==> src/rtl/alu_share_if.sv <==
// alu_share_if: requester, shared-ALU and response signals of alu_share_sched
interface alu_share_if #(
  parameter int WIDTH = 32,
  parameter int CTRL_W = 4
);
  logic              req0_valid, req0_ready, req1_valid, req1_ready;
  logic [WIDTH-1:0]  req0_a, req0_b, req1_a, req1_b;
  logic [CTRL_W-1:0] req0_op, req1_op;
  logic [WIDTH-1:0]  alu_a, alu_b, alu_out;
  logic [CTRL_W-1:0] alu_control;
  logic              alu_zero;
  logic              rsp_valid, rsp_ready, rsp_zero, rsp_id, rsp_err;
  logic [WIDTH-1:0]  rsp_data;
  modport slave (
    input  req0_valid, req0_a, req0_b, req0_op, req1_valid, req1_a, req1_b, req1_op,
    input  alu_out, alu_zero, rsp_ready,
    output req0_ready, req1_ready, alu_a, alu_b, alu_control,
    output rsp_valid, rsp_data, rsp_zero, rsp_id, rsp_err
  );
  modport master (
    output req0_valid, req0_a, req0_b, req0_op, req1_valid, req1_a, req1_b, req1_op,
    output alu_out, alu_zero, rsp_ready,
    input  req0_ready, req1_ready, alu_a, alu_b, alu_control,
    input  rsp_valid, rsp_data, rsp_zero, rsp_id, rsp_err
  );
endinterface

==> src/rtl/alu_share_sched.sv <==
// alu_share_sched: round-robin sharing of one ALU by two requesters; ALU_SHARE_OPCHK_EN enables illegal-opcode flagging
module alu_share_sched #(
  parameter int WIDTH = 32,
  parameter int CTRL_W = 4
) (
  input logic        clk,
  input logic        rst_n,
  alu_share_if.slave bus
);
  typedef enum logic [1:0] {IDLE, EXEC, RESP} state_t;
  state_t            r_state, w_next;
  logic              r_last, r_id, r_ill, r_rsp_valid, r_rsp_zero, r_rsp_id, r_rsp_err;
  logic [WIDTH-1:0]  r_alu_a, r_alu_b, r_rsp_data;
  logic [CTRL_W-1:0] r_alu_ctrl, w_op, w_ctrl;
  logic              w_gnt, w_acc, w_ill;
`ifdef ALU_SHARE_OPCHK_EN
  assign w_ill = w_op > CTRL_W'(8);
`else
  assign w_ill = 1'b0;
`endif
  assign bus.req0_ready  = w_acc && !w_gnt;
  assign bus.req1_ready  = w_acc && w_gnt;
  assign bus.alu_a       = r_alu_a;
  assign bus.alu_b       = r_alu_b;
  assign bus.alu_control = r_alu_ctrl;
  assign bus.rsp_valid   = r_rsp_valid;
  assign bus.rsp_data    = r_rsp_data;
  assign bus.rsp_zero    = r_rsp_zero;
  assign bus.rsp_id      = r_rsp_id;
  assign bus.rsp_err     = r_rsp_err;
  // round-robin grant (ties go to the side that did not win last) and next state
  always_comb begin
    w_gnt  = (bus.req0_valid && bus.req1_valid) ? !r_last : bus.req1_valid;
    w_acc  = rst_n && r_state == IDLE && (bus.req0_valid || bus.req1_valid);
    w_op   = w_gnt ? bus.req1_op : bus.req0_op;
    w_ctrl = w_ill ? '0 : w_op;
    w_next = r_state;
    case (r_state)
      IDLE:    w_next = w_acc ? EXEC : IDLE;
      EXEC:    w_next = RESP;
      RESP:    w_next = bus.rsp_ready ? IDLE : RESP;
      default: w_next = IDLE;
    endcase
  end
  // state, operand capture on accept, result capture after the single EXEC cycle
  always_ff @(posedge clk) begin
    if (!rst_n) begin
      r_state     <= IDLE;
      r_last      <= 1'b1;
      r_id        <= 1'b0;
      r_ill       <= 1'b0;
      r_alu_a     <= '0;
      r_alu_b     <= '0;
      r_alu_ctrl  <= '0;
      r_rsp_valid <= 1'b0;
      r_rsp_data  <= '0;
      r_rsp_zero  <= 1'b0;
      r_rsp_id    <= 1'b0;
      r_rsp_err   <= 1'b0;
    end else begin
      r_state <= w_next;
      if (w_acc) begin
        r_alu_a    <= w_gnt ? bus.req1_a : bus.req0_a;
        r_alu_b    <= w_gnt ? bus.req1_b : bus.req0_b;
        r_alu_ctrl <= w_ctrl;
        r_id       <= w_gnt;
        r_last     <= w_gnt;
        r_ill      <= w_ill;
      end
      if (r_state == EXEC) begin
        r_rsp_data  <= bus.alu_out;
        r_rsp_zero  <= bus.alu_zero;
        r_rsp_id    <= r_id;
        r_rsp_err   <= r_ill;
        r_rsp_valid <= 1'b1;
      end else if (r_state == RESP && bus.rsp_ready) begin
        r_rsp_valid <= 1'b0;
      end
    end
  end
endmodule

==> src/flat_wrapper.sv <==
// flat-port wrapper written by rule: the top's interface ports become plain ports
module alu_share_sched_flat 
#(
  parameter int WIDTH = 32,
  parameter int CTRL_W = 4
)
  (clk, rst_n, bus_req0_valid, bus_req0_a, bus_req0_b, bus_req0_op, bus_req1_valid, bus_req1_a, bus_req1_b, bus_req1_op, bus_alu_out, bus_alu_zero, bus_rsp_ready, bus_req0_ready, bus_req1_ready, bus_alu_a, bus_alu_b, bus_alu_control, bus_rsp_valid, bus_rsp_data, bus_rsp_zero, bus_rsp_id, bus_rsp_err);
  alu_share_if #(.WIDTH(WIDTH), .CTRL_W(CTRL_W)) bus_i ();
  input logic clk;
  input logic rst_n;
  input wire logic [$bits(bus_i.req0_valid)-1:0] bus_req0_valid;
  input wire logic [$bits(bus_i.req0_a)-1:0] bus_req0_a;
  input wire logic [$bits(bus_i.req0_b)-1:0] bus_req0_b;
  input wire logic [$bits(bus_i.req0_op)-1:0] bus_req0_op;
  input wire logic [$bits(bus_i.req1_valid)-1:0] bus_req1_valid;
  input wire logic [$bits(bus_i.req1_a)-1:0] bus_req1_a;
  input wire logic [$bits(bus_i.req1_b)-1:0] bus_req1_b;
  input wire logic [$bits(bus_i.req1_op)-1:0] bus_req1_op;
  input wire logic [$bits(bus_i.alu_out)-1:0] bus_alu_out;
  input wire logic [$bits(bus_i.alu_zero)-1:0] bus_alu_zero;
  input wire logic [$bits(bus_i.rsp_ready)-1:0] bus_rsp_ready;
  output wire logic [$bits(bus_i.req0_ready)-1:0] bus_req0_ready;
  output wire logic [$bits(bus_i.req1_ready)-1:0] bus_req1_ready;
  output wire logic [$bits(bus_i.alu_a)-1:0] bus_alu_a;
  output wire logic [$bits(bus_i.alu_b)-1:0] bus_alu_b;
  output wire logic [$bits(bus_i.alu_control)-1:0] bus_alu_control;
  output wire logic [$bits(bus_i.rsp_valid)-1:0] bus_rsp_valid;
  output wire logic [$bits(bus_i.rsp_data)-1:0] bus_rsp_data;
  output wire logic [$bits(bus_i.rsp_zero)-1:0] bus_rsp_zero;
  output wire logic [$bits(bus_i.rsp_id)-1:0] bus_rsp_id;
  output wire logic [$bits(bus_i.rsp_err)-1:0] bus_rsp_err;
  assign bus_i.req0_valid = bus_req0_valid;
  assign bus_i.req0_a = bus_req0_a;
  assign bus_i.req0_b = bus_req0_b;
  assign bus_i.req0_op = bus_req0_op;
  assign bus_i.req1_valid = bus_req1_valid;
  assign bus_i.req1_a = bus_req1_a;
  assign bus_i.req1_b = bus_req1_b;
  assign bus_i.req1_op = bus_req1_op;
  assign bus_i.alu_out = bus_alu_out;
  assign bus_i.alu_zero = bus_alu_zero;
  assign bus_i.rsp_ready = bus_rsp_ready;
  assign bus_req0_ready = bus_i.req0_ready;
  assign bus_req1_ready = bus_i.req1_ready;
  assign bus_alu_a = bus_i.alu_a;
  assign bus_alu_b = bus_i.alu_b;
  assign bus_alu_control = bus_i.alu_control;
  assign bus_rsp_valid = bus_i.rsp_valid;
  assign bus_rsp_data = bus_i.rsp_data;
  assign bus_rsp_zero = bus_i.rsp_zero;
  assign bus_rsp_id = bus_i.rsp_id;
  assign bus_rsp_err = bus_i.rsp_err;
  alu_share_sched #(.WIDTH(WIDTH), .CTRL_W(CTRL_W)) u_core (.clk(clk), .rst_n(rst_n), .bus(bus_i));
endmodule
==> config.mk <==
export PLATFORM = sky130hd
export DESIGN_NAME = alu_share_sched_flat
export DESIGN_NICKNAME = d
export VERILOG_FILES = /design/src/rtl/alu_share_if.sv /design/src/rtl/alu_share_sched.sv /design/src/flat_wrapper.sv
export SDC_FILE = /design/constraint.sdc
export NUM_CORES = 1
export LEC_CHECK = 0
export BUFFER_PORTS_ARGS = -buffer_cell sky130_fd_sc_hd__buf_2
export CORE_MARGIN = 2
export CORE_UTILIZATION = 40
export CTS_CLUSTER_DIAMETER = 100
export DETAILED_ROUTE_END_ITERATION = 10
export PLACE_DENSITY = 0.76
export RECOVER_POWER = 50
export SLEW_MARGIN = 25
export SYNTH_ARGS = -nofsm -noshare
export SYNTH_HDL_FRONTEND = slang
export SYNTH_SLANG_ARGS = --single-unit
==> constraint.sdc <==
create_clock -name clk -period 1.7 [get_ports clk]
set_input_delay 0.34 -clock clk [delete_from_list [all_inputs] [get_ports clk]]
set_output_delay 0.34 -clock clk [all_outputs]
set_load 0.01 [all_outputs]
==> impl_metrics.env, run 1 <==
export IMPL_pin_count_of_the_biggest_net_entering_global_routing=55
export IMPL_power_share_combinational_pct=24.2
export IMPL_final_common_cell="sky130_fd_sc_hd__buf_2"
export IMPL_finalPower_mw=5.69
export IMPL_clock_path_buffers=2
export IMPL_min_from="rst_n"
export IMPL_synth_seq_cells=107
export IMPL_regToRegStartpoint="u_core.r_state[0]"
export IMPL_port_buffer_count=278
export IMPL_post_synth_cell_area_avg_um2=7.85
export IMPL_netlist_area_mm2=0.00441
export IMPL_detailedRoute_firstPassIterationCount=4
export IMPL_total_number_of_vias=4949
export IMPL_timing_final_max_slew_violations=0
export IMPL_finalHoldViolations=0
export IMPL_regToRegSetupSlack_ns=0.17
export IMPL_post_cts_hold_buffer_count=0
export IMPL_fillers=1025
export IMPL_data_required_time_of_the_worst_path_ns=1.36
export IMPL_tightest_slew_ns=0.660
export IMPL_multiInputGateArea_mm2=0.00203
export IMPL_first_iter_violations=371
export IMPL_antenna_found_initial=0
export IMPL_root_buffer="sky130_fd_sc_hd__clkbuf_8"
export IMPL_layout_cells_most_common_list="277 x sky130_fd_sc_hd__buf_2, 204 x sky130_fd_sc_hd__nand2_1, 105 x sky130_fd_sc_hd__dfxtp_1"
export IMPL_r2r_cell_count=5
export IMPL_synth_fp_nets=736
export IMPL_final_min_clock_period_ns=1.66
export IMPL_timing_rr_end="u_core.bus.rsp_data[3]"
export IMPL_tritoncts_clock_tree="yes"
export IMPL_gpl_final_weighted_congestion=0.785
export IMPL_startpoint="u_core.r_last"
export IMPL_criticalPathCategory="reg2out"
export IMPL_crit_path_start_kind="register"
export IMPL_ys_types=23
export IMPL_vdd_ir_drop_worst_mv=0.519
export IMPL_power_leakage_nw=2.96
export IMPL_max_slew_margin_rel_pct=56.0
export IMPL_synth_yosys_warnings=0
export IMPL_worstPathMaxFanout=13
export IMPL_cts_sink_cnt=107
export IMPL_rows=38
export IMPL_die_y_um=109
export IMPL_fin_hold_ws_ns=0.189
export IMPL_core_area_mm2=0.0108
export IMPL_grt_pass1_vias=4273
export IMPL_timing_critical_path_to_type="output pin"
export IMPL_fin_worst_skew_ns=0.00794
export IMPL_seqCellArea_mm2=0.00215
export IMPL_initial_utilization_pct=40.9
export IMPL_outcome="complete, no violations"
export IMPL_timing_final_setup_violations=0
export IMPL_layout_drive_gt1_share_pct=40.2
export IMPL_setup_repair_after_global_routing_missed_its_margin="yes"
export IMPL_cellPowerDensity_mw_per_mm2=910
export IMPL_num_nets_final=988
export IMPL_crit_arrival_ns=1.32
export IMPL_whs_path_depth=2
export IMPL_track_usage_pct=21.6
export IMPL_post_drt_wl_per_cell_um=14.8
export IMPL_final_antenna_net_count=0
export IMPL_numCtsBuffers=9
export IMPL_p_clk_share_pct=25.9
export IMPL_flow_area_growth_from_synthesis_pct=41.6
export IMPL_post_route_drc_count=0
export IMPL_area_of_the_die_mm2=0.0119
export IMPL_cts_clk_slew_worst_paths_ns=0.10
export IMPL_global_route_wire_length_before_repair_um=20400
export IMPL_clock_fmax_mhz=604
export IMPL_drt_total_wl_um=14100
export IMPL_p_seq_share_pct=50.0
export IMPL_post_synth_inst_count=562
export IMPL_n_antenna_cell=0
export IMPL_grt_overflow=0
export IMPL_maxCapViolCount=0
export IMPL_hp_class="in2reg"
export IMPL_power_switching_mw=1.76
export IMPL_detailed_place_hpwl_um=9600
export IMPL_io_pins=280
export IMPL_synth_seq_area_share_pct=48.5
export IMPL_cts_htree_levels=3
export IMPL_final_worst_path_cycle_share_pct=97.4
export IMPL_die_w_um=109
export IMPL_hold_end="u_core.r_last"
export IMPL_clock_latency_reported_for_the_late_side_of_the_worst_skew_pair_ns=0.35
export IMPL_power_switching_share_pct=30.9
export IMPL_route_detailed_vias_per_inst=5.16
export IMPL_p_int_mw=3.93
-- flip-flops by register name, summed over array words and instances (netlist names) --
name and count:
u_core.bus.alu_a 32, u_core.bus.alu_b 32, u_core.bus.rsp_data 32, u_core.bus.alu_control 4, u_core.r_state 2, u_core.bus.rsp_id 1, u_core.bus.rsp_valid 1, u_core.bus.rsp_zero 1
u_core.r_id 1, u_core.r_last 1
-- critical path, stage by stage (launching register included) --
cell and delay [ns]:
sky130_fd_sc_hd__dfxtp_1 0.36, sky130_fd_sc_hd__a21boi_4 0.24, sky130_fd_sc_hd__buf_12 0.17, sky130_fd_sc_hd__nor2_2 0.05, sky130_fd_sc_hd__buf_2 0.13
-- layer usage --
layer	routed length (um)	GRT usage (%)	share of wire (%)
met1	5830	25.5	41
met2	6830	37.1	48
met3	1250	6.69	8.8
met4	243	6.87	1.7
met5	0	0	0
-- cell families (layout without fill, tap and decap cells) --
| group | count (synthesis) | in the layout | share of synthesized area (%) |
|---|---|---|---|
| flip-flops | 107 | 107 | 48.5 |
| AND/OR/NAND/NOR | 217 | 217 | 19.3 |
| buffers and inverters | 60 | 317 | 5.93 |
| other | 1 | 1 | 0.0850 |
| AO/OA/AOI/OAI | 177 | 177 | 26.1 |
-- worst max-delay path by stage --
stage	cells past startpoint	endpoint
4_1_cts	4	bus_req1_ready
2_1_floorplan	4	bus_req1_ready
5_1_grt	4	bus_req0_ready
6_report	4	bus_req0_ready
3_3_place_gp	5	bus_req0_ready
3_5_place_dp	5	u_core.bus.alu_a[1]
-- cells in the mapped netlist, drive strengths merged --
cell type    n  area [um2]
nand2      205         769
dfxtp      107        2140
a21oi      104         521
a311oi      68         596
clkbuf      35         131
buf         22         119
nor2         3        11.3
o21ai        3        15.0
inv          2        7.50
nand3        2        10.0
or3b         2        17.5
a21bo        1        10.0
a21boi       1        11.3
clkinv       1        3.75
conb         1        3.75
nand2b       1        6.26
nand3b       1        7.51
nor2b        1        6.26
nor3b        1        18.8
or2          1        6.26
-- repair_timing --
item                                    in CTS  in global routing
endpoints found under the setup margin       2                  2
setup buffers                                2                  3
resized for setup                            3                  8
pin swaps                                    2                  3
cloned                                       1                  0
-- layout make-up --
type                       count  area share (%)
clock inverter                 6           0.741
tap                          140            2.80
inverter                       3           0.180
clock buffer                  10            2.20
multi-input combinational    395            32.5
timing repair buffer         298            27.2
sequential                   107            34.4
-- per-stage QoR --
step                util [%]  cells  setup TNS [ns]  area (um2)  worst slack, ns
floorplan                  -    562               0        4410            0.197
global placement        55.4    937               0        5980            0.143
detailed placement      55.4    937               0        5980           0.0944
CTS                     57.6    956         -0.0522        6220          -0.0262
global route            57.9    959          -0.164        6250          -0.0853
finish                  57.9    959               0        6250           0.0436
-- power groups by stage --
stage               Clock, mW  Combinational (mW)  Sequential [mW]
floorplan                   0               0.627             2.99
global placement            0                1.34             2.89
detailed placement          0                1.35             2.90
CTS                      1.53                1.37             2.84
global route             1.63                1.51             2.87
finish                   1.47                1.38             2.84
Note: power is estimated with default switching activity, not from simulation.
==> run 2, diff against run 1 <==
CORE_ASPECT_RATIO = 1.2   (was not set)
==> run 2 against run 1 <==
Sequential share of layout area grew 0.24 points. Fmax fell by 0.53%. Largest cell class unchanged. Flip-flop and latch count unchanged. Sequential power hardly changed. Routed wire length fell by 1.1%. Total power up 7.5%. Combinational power shrank 4%. Non-clock buffer count increased by 3.
==> impl_metrics.env, run 2 (synthesis results as in run 1) <==
export IMPL_die_w_um=99.9
export IMPL_timing_critical_path_to_type="output pin"
export IMPL_rows=42
export IMPL_final_min_clock_period_ns=1.67
export IMPL_total_number_of_vias=4950
export IMPL_final_cell_count_without_fillers=954
export IMPL_whs_path_depth=3
export IMPL_crit_path_start_kind="register"
export IMPL_cts_clk_slew_worst_paths_ns=0.07
export IMPL_finalWorstSetupSlack_ns=0.0348
export IMPL_criticalPathCategory="reg2out"
export IMPL_finalHoldViolations=0
export IMPL_cts_htree_levels=3
export IMPL_r2r_cell_count=6
export IMPL_power_share_combinational_pct=21.6
export IMPL_die_y_um=119
export IMPL_timing_final_max_slew_violations=0
export IMPL_p_seq_share_pct=46.5
export IMPL_gpl_final_weighted_congestion=0.830
export IMPL_n_antenna_cell=0
export IMPL_outcome="complete, no violations"
export IMPL_antenna_found_initial=0
export IMPL_pin_count_of_the_biggest_net_entering_global_routing=69
export IMPL_detailedRoute_firstPassIterationCount=4
export IMPL_grtUsageMet3_pct=5.75
export IMPL_tritoncts_clock_tree="yes"
export IMPL_clock_fmax_mhz=601
export IMPL_vdd_ir_drop_worst_mv=0.591
export IMPL_fin_util_pct=57.0
export IMPL_fin_worst_skew_ns=0.00705
export IMPL_power_leakage_nw=2.59
export IMPL_final_worst_path_cycle_share_pct=98.0
export IMPL_final_antenna_net_count=0
export IMPL_layout_cells_most_common_list="204 x sky130_fd_sc_hd__nand2_1, 175 x sky130_fd_sc_hd__buf_2, 105 x sky130_fd_sc_hd__dfxtp_1"
export IMPL_crit_arrival_ns=1.33
export IMPL_cts_sink_cnt=107
export IMPL_root_buffer="sky130_fd_sc_hd__clkbuf_16"
export IMPL_tns_ns=0
export IMPL_regToRegSetupSlack_ns=0.18
export IMPL_p_int_mw=4.33
export IMPL_num_nets_final=991
export IMPL_timing_final_setup_violations=0
export IMPL_most_crowded_layer_after_global_routing="met2"
export IMPL_power_switching_mw=1.79
export IMPL_place_area_mm2=0.00597
export IMPL_drt_total_wl_um=14000
export IMPL_core_area_mm2=0.0109
export IMPL_final_common_cell="sky130_fd_sc_hd__nand2_1"
export IMPL_layout_drive_gt1_share_pct=27.9
export IMPL_fin_hold_ws_ns=0.237
export IMPL_cellPowerDensity_mw_per_mm2=986
export IMPL_tightest_slew_ns=0.665
export IMPL_hp_class="in2reg"
export IMPL_max_slew_margin_rel_pct=55.7
export IMPL_initial_utilization_pct=40.6
export IMPL_place_ws_ns=0.0808
export IMPL_global_route_wire_length_before_repair_um=21900
export IMPL_power_switching_share_pct=29.2
export IMPL_clock_latency_reported_for_the_late_side_of_the_worst_skew_pair_ns=0.33
export IMPL_clock_path_buffers=2
export IMPL_grt_pass1_vias=4554
export IMPL_setup_repair_after_global_routing_missed_its_margin="yes"
export IMPL_area_of_the_die_mm2=0.0119
export IMPL_grt_overflow=0
export IMPL_dpl_cell_count=932
export IMPL_route_detailed_vias_per_inst=5.19
export IMPL_io_pins=280
export IMPL_finalPower_mw=6.12
export IMPL_maxCapViolCount=0
export IMPL_startpoint="u_core.r_state[0]"
export IMPL_first_iter_violations=230
export IMPL_grt_util_met2_pct=38.9
export IMPL_numCtsBuffers=9
export IMPL_met1_usage_pct=26.8
export IMPL_post_route_drc_count=0
export IMPL_data_required_time_of_the_worst_path_ns=1.36
export IMPL_flow_area_growth_from_synthesis_pct=40.6
export IMPL_worstPathMaxFanout=6
export IMPL_timing_rr_end="u_core.bus.alu_b[27]"
export IMPL_layout_cell_area_non_filler_mm2=0.00620
export IMPL_regToRegStartpoint="u_core.r_state[0]"
export IMPL_track_usage_pct=22.3
export IMPL_port_buffer_count=278
export IMPL_min_from="bus_alu_out[12]"
export IMPL_detailed_place_hpwl_um=9600
export IMPL_post_cts_hold_buffer_count=0
export IMPL_post_drt_wl_per_cell_um=14.7
export IMPL_hold_end="u_core.bus.rsp_data[12]"
export IMPL_p_clk_share_pct=31.9
run 2: how the worst max path moves through the flow:
stage	end	slack, ns
after global placement	u_core.bus.alu_a[24]	0.12
after global routing	bus_req1_ready	-0.02
after detailed placement	u_core.bus.alu_a[29]	0.08
after CTS	bus_req0_ready	0.01
after floorplan	bus_req1_ready	0.20
final	bus_req1_ready	0.03
run 2: power by group through the flow:
stage	registers (mW)	logic, mW	clock network [mW]
2_1_floorplan	2.99	0.627	0
3_3_place_gp	2.89	1.35	0
3_5_place_dp	2.89	1.36	0
4_1_cts	2.84	1.37	2.00
5_1_grt	2.87	1.46	2.09
6_report	2.84	1.32	1.95
run 2: per-layer routing:
metal / vias up / share of wire [%] / wire length, um
met5: - / 0 / 0
met4: 0 / 2.2 / 301
met3: 23 / 8.2 / 1150
met2: 212 / 49 / 6820
met1: 2250 / 41 / 5720
li1: 2465 / - / -
run 2: critical path, stage by stage, from the launching register on:
cell	delay (ns)
sky130_fd_sc_hd__dfxtp_4	0.36
sky130_fd_sc_hd__nor3b_4	0.26
sky130_fd_sc_hd__buf_6	0.14
sky130_fd_sc_hd__nand3_4	0.07
sky130_fd_sc_hd__inv_2	0.06
sky130_fd_sc_hd__buf_6	0.09
run 2: repair_timing:
item	4_1_cts	5_1_grt
resized for setup	5	6
endpoints found under the setup margin	2	2
pin swaps	1	2
gates cloned	0	1
setup buffers	2	3
run 2: area by class of cell:
class                           instances  area [um2]
Clock buffer                           11         243
Tap cell                              132         165
Clock inverter                          5        37.5
Sequential cell                       107        2150
Inverter                                3        11.3
Timing Repair Buffer                  301        1560
Multi-Input combinational cell        395        2040
Fill cell                            1113        4670
==> run 3, diff against run 2 <==
ABC_AREA = 1   (was not set)
PLACE_DENSITY = 0.75   (was 0.76)
==> run 3 against run 2 <==
Sequential power about the same. Fmax rose by 3.1%. Combinational power decreased by 5%. Synthesized area up 4.9%. Largest power group unchanged. Total power is 0.36% lower. Sequential share of layout area down 0.96 points.
==> impl_metrics.env, run 3 <==
export IMPL_outcome="complete, no violations"
export IMPL_grt_overflow=0
export IMPL_synth_yosys_warnings=0
export IMPL_cts_sink_cnt=107
export IMPL_power_share_combinational_pct=20.4
export IMPL_regToRegStartpoint="u_core.r_state[1]"
export IMPL_timing_final_setup_violations=0
export IMPL_synth_seq_area_share_pct=46.3
export IMPL_crit_path_cell_trace="nor2_4, nand2_2, nor2_4, nand2_1, inv_1, buf_2"
export IMPL_synthMostInstantiatedCell="sky130_fd_sc_hd__nand2_1"
export IMPL_post_cts_hold_buffer_count=0
export IMPL_critical_path_slowest_cell="sky130_fd_sc_hd__dfxtp_2"
export IMPL_initial_utilization_pct=40.6
export IMPL_cellPowerDensity_mw_per_mm2=958
export IMPL_data_required_time_of_the_worst_path_ns=1.36
export IMPL_num_nets_final=1122
export IMPL_rows=43
export IMPL_drt_total_wl_um=14300
export IMPL_first_iter_violations=187
export IMPL_ys_types=18
export IMPL_worstPathMaxFanout=4
export IMPL_flow_area_growth_from_synthesis_pct=37.5
export IMPL_port_buffer_count=278
export IMPL_max_slew_margin_rel_pct=60.1
export IMPL_vdd_ir_drop_worst_mv=0.600
export IMPL_synth_edf_count=0
export IMPL_total_number_of_vias=5351
export IMPL_final_antenna_net_count=0
export IMPL_post_drt_wl_per_cell_um=12.9
export IMPL_final_min_clock_period_ns=1.62
export IMPL_finalPower_mw=6.09
export IMPL_yosys_area_top_type_share_pct=46.3
export IMPL_multiInputGateArea_mm2=0.00225
export IMPL_core_area_mm2=0.0114
export IMPL_clock_path_buffers=2
export IMPL_antenna_found_initial=2
export IMPL_die_y_um=122
export IMPL_layout_cells_most_common_list="275 x sky130_fd_sc_hd__nand2_1, 175 x sky130_fd_sc_hd__buf_2, 106 x sky130_fd_sc_hd__dfxtp_1"
export IMPL_p_seq_share_pct=46.1
export IMPL_clock_latency_reported_for_the_late_side_of_the_worst_skew_pair_ns=0.33
export IMPL_pin_count_of_the_biggest_net_entering_global_routing=69
export IMPL_fillers=1232
export IMPL_timing_final_max_slew_violations=0
export IMPL_startpoint="u_core.r_state[1]"
export IMPL_power_switching_mw=1.70
export IMPL_maxCapViolCount=0
export IMPL_seqCellArea_mm2=0.00214
export IMPL_root_buffer="sky130_fd_sc_hd__clkbuf_16"
export IMPL_crit_path_start_kind="register"
export IMPL_hp_class="in2reg"
export IMPL_postSynth_topFlopCell="sky130_fd_sc_hd__dfxtp_1"
export IMPL_io_pins=280
export IMPL_synth_area_leaders="sky130_fd_sc_hd__dfxtp_1 46%, sky130_fd_sc_hd__nand2_1 22%, sky130_fd_sc_hd__a21oi_1 7.6%"
export IMPL_endpoint="bus_req1_ready"
export IMPL_synth_fp_nets=871
export IMPL_finalHoldViolations=0
export IMPL_timing_rr_end="u_core.bus.alu_a[20]"
export IMPL_crit_arrival_ns=1.28
export IMPL_clock_fmax_mhz=619
export IMPL_p_clk_share_pct=33.4
export IMPL_power_leakage_nw=3.02
export IMPL_timing_critical_path_to_type="output pin"
export IMPL_cts_htree_levels=3
export IMPL_final_worst_path_cycle_share_pct=95.0
export IMPL_p_int_mw=4.39
export IMPL_regToRegSetupSlack_ns=0.15
export IMPL_detailedRoute_firstPassIterationCount=4
export IMPL_track_usage_pct=21.5
export IMPL_area_of_the_die_mm2=0.0125
export IMPL_route_detailed_vias_per_inst=4.83
export IMPL_yosys_top_cells_count="277 x sky130_fd_sc_hd__nand2_1, 107 x sky130_fd_sc_hd__dfxtp_1, 72 x sky130_fd_sc_hd__nor2_1"
export IMPL_post_synth_cell_area_avg_um2=6.64
export IMPL_netlist_area_mm2=0.00463
export IMPL_detailed_place_hpwl_um=10200
export IMPL_fin_worst_skew_ns=0.00667
export IMPL_global_route_wire_length_before_repair_um=21400
export IMPL_grt_pass1_vias=4619
export IMPL_power_switching_share_pct=27.9
export IMPL_post_synth_inst_count=697
export IMPL_synth_area_leader_cell="sky130_fd_sc_hd__dfxtp_1"
export IMPL_gpl_final_weighted_congestion=0.784
export IMPL_synth_seq_cells=107
export IMPL_die_w_um=102
export IMPL_tritoncts_clock_tree="yes"
export IMPL_library_cell_appearing_most_often_on_the_critical_path="sky130_fd_sc_hd__nor2_4"
export IMPL_layout_drive_gt1_share_pct=22.6
export IMPL_r2r_cell_count=7
export IMPL_post_route_drc_count=0
export IMPL_criticalPathCategory="reg2out"
export IMPL_tightest_slew_ns=0.597
export IMPL_numCtsBuffers=9
export IMPL_cts_clk_slew_worst_paths_ns=0.07
export IMPL_final_common_cell="sky130_fd_sc_hd__nand2_1"
export IMPL_crit_path_max_cell_delay_ns=0.34
export IMPL_tns_ns=0
export IMPL_fin_util_pct=55.8
export IMPL_ys_async_sr_fraction_pct=0
run 3: worst max-delay path: cells and delay by family (launching register included):
| family | cells | cell delay, ns |
|---|---|---|
| buf+inv | 2 | 0.17 |
| flops | 1 | 0.34 |
| simple gates | 4 | 0.43 |
run 3: routing by layer:
metal / GRT usage, % / part of all wire (%) / vias up
met5: 0 / 0.091 / -
met4: 6.25 / 1.4 / 2
li1: - / - / 2720
met2: 37.0 / 48 / 207
met3: 7.86 / 10 / 17
met1: 24.9 / 41 / 2405
run 3: power groups by stage:
stage          Sequential, mW  Clock (mW)  Combinational, mW
2_1_floorplan            2.95           0              0.622
3_3_place_gp             2.85           0               1.29
3_5_place_dp             2.85           0               1.31
4_1_cts                  2.80        2.10               1.32
5_1_grt                  2.83        2.21               1.41
6_report                 2.81        2.04               1.25
run 3: worst min-delay path by stage:
stage / cells after the start / end / start
6_report: 3 / u_core.bus.rsp_data[25] / bus_alu_out[25]
5_1_grt: 3 / u_core.bus.rsp_data[28] / bus_alu_out[28]
4_1_cts: 3 / u_core.bus.rsp_data[28] / bus_alu_out[28]
3_5_place_dp: 2 / u_core.bus.alu_a[24] / u_core.bus.alu_a[24]
3_3_place_gp: 2 / u_core.bus.rsp_valid / u_core.bus.rsp_valid
2_1_floorplan: 2 / u_core.r_last / u_core.r_last
run 3: kinds of logic (layout without fill, tap and decap cells):
| group | count (synthesis) | in the layout | synth area share (%) |
|---|---|---|---|
| buf+inv | 60 | 313 | 5.65 |
| flops | 107 | 107 | 46.3 |
| simple gates | 424 | 424 | 36.6 |
| compound gates | 105 | 105 | 11.4 |
| other cells | 1 | 2 | 0.0810 |
run 3: stage by stage:
stage | setup WS [ns] | hold slack (ns) | area (um2) | instances
floorplan | 0.206 | 0.429 | 4630 | 697
global placement | 0.247 | 0.446 | 6200 | 1093
detailed placement | 0.239 | 0.451 | 6200 | 1093
CTS | 0.0613 | 0.212 | 6500 | 1107
global route | -0.0163 | 0.220 | 6360 | 1107
finish | 0.0846 | 0.230 | 6360 | 1108
run 3: final cells by class:
| class | count | area share, % |
|---|---|---|
| multi-input combinational | 530 | 35.4 |
| sequential | 107 | 33.7 |
| timing repair buffer | 294 | 22.9 |
| clock buffer | 11 | 3.97 |
| tap | 157 | 3.09 |
| clock inverter | 2 | 0.590 |
| inverter | 6 | 0.354 |
| antenna | 1 | 0.0393 |
run 3: timing repair:
action / CTS / global route
setup endpoints to repair: 1 / 2
setup buffers: 1 / 0
pin swaps: 1 / 1
resized for setup: 1 / 5
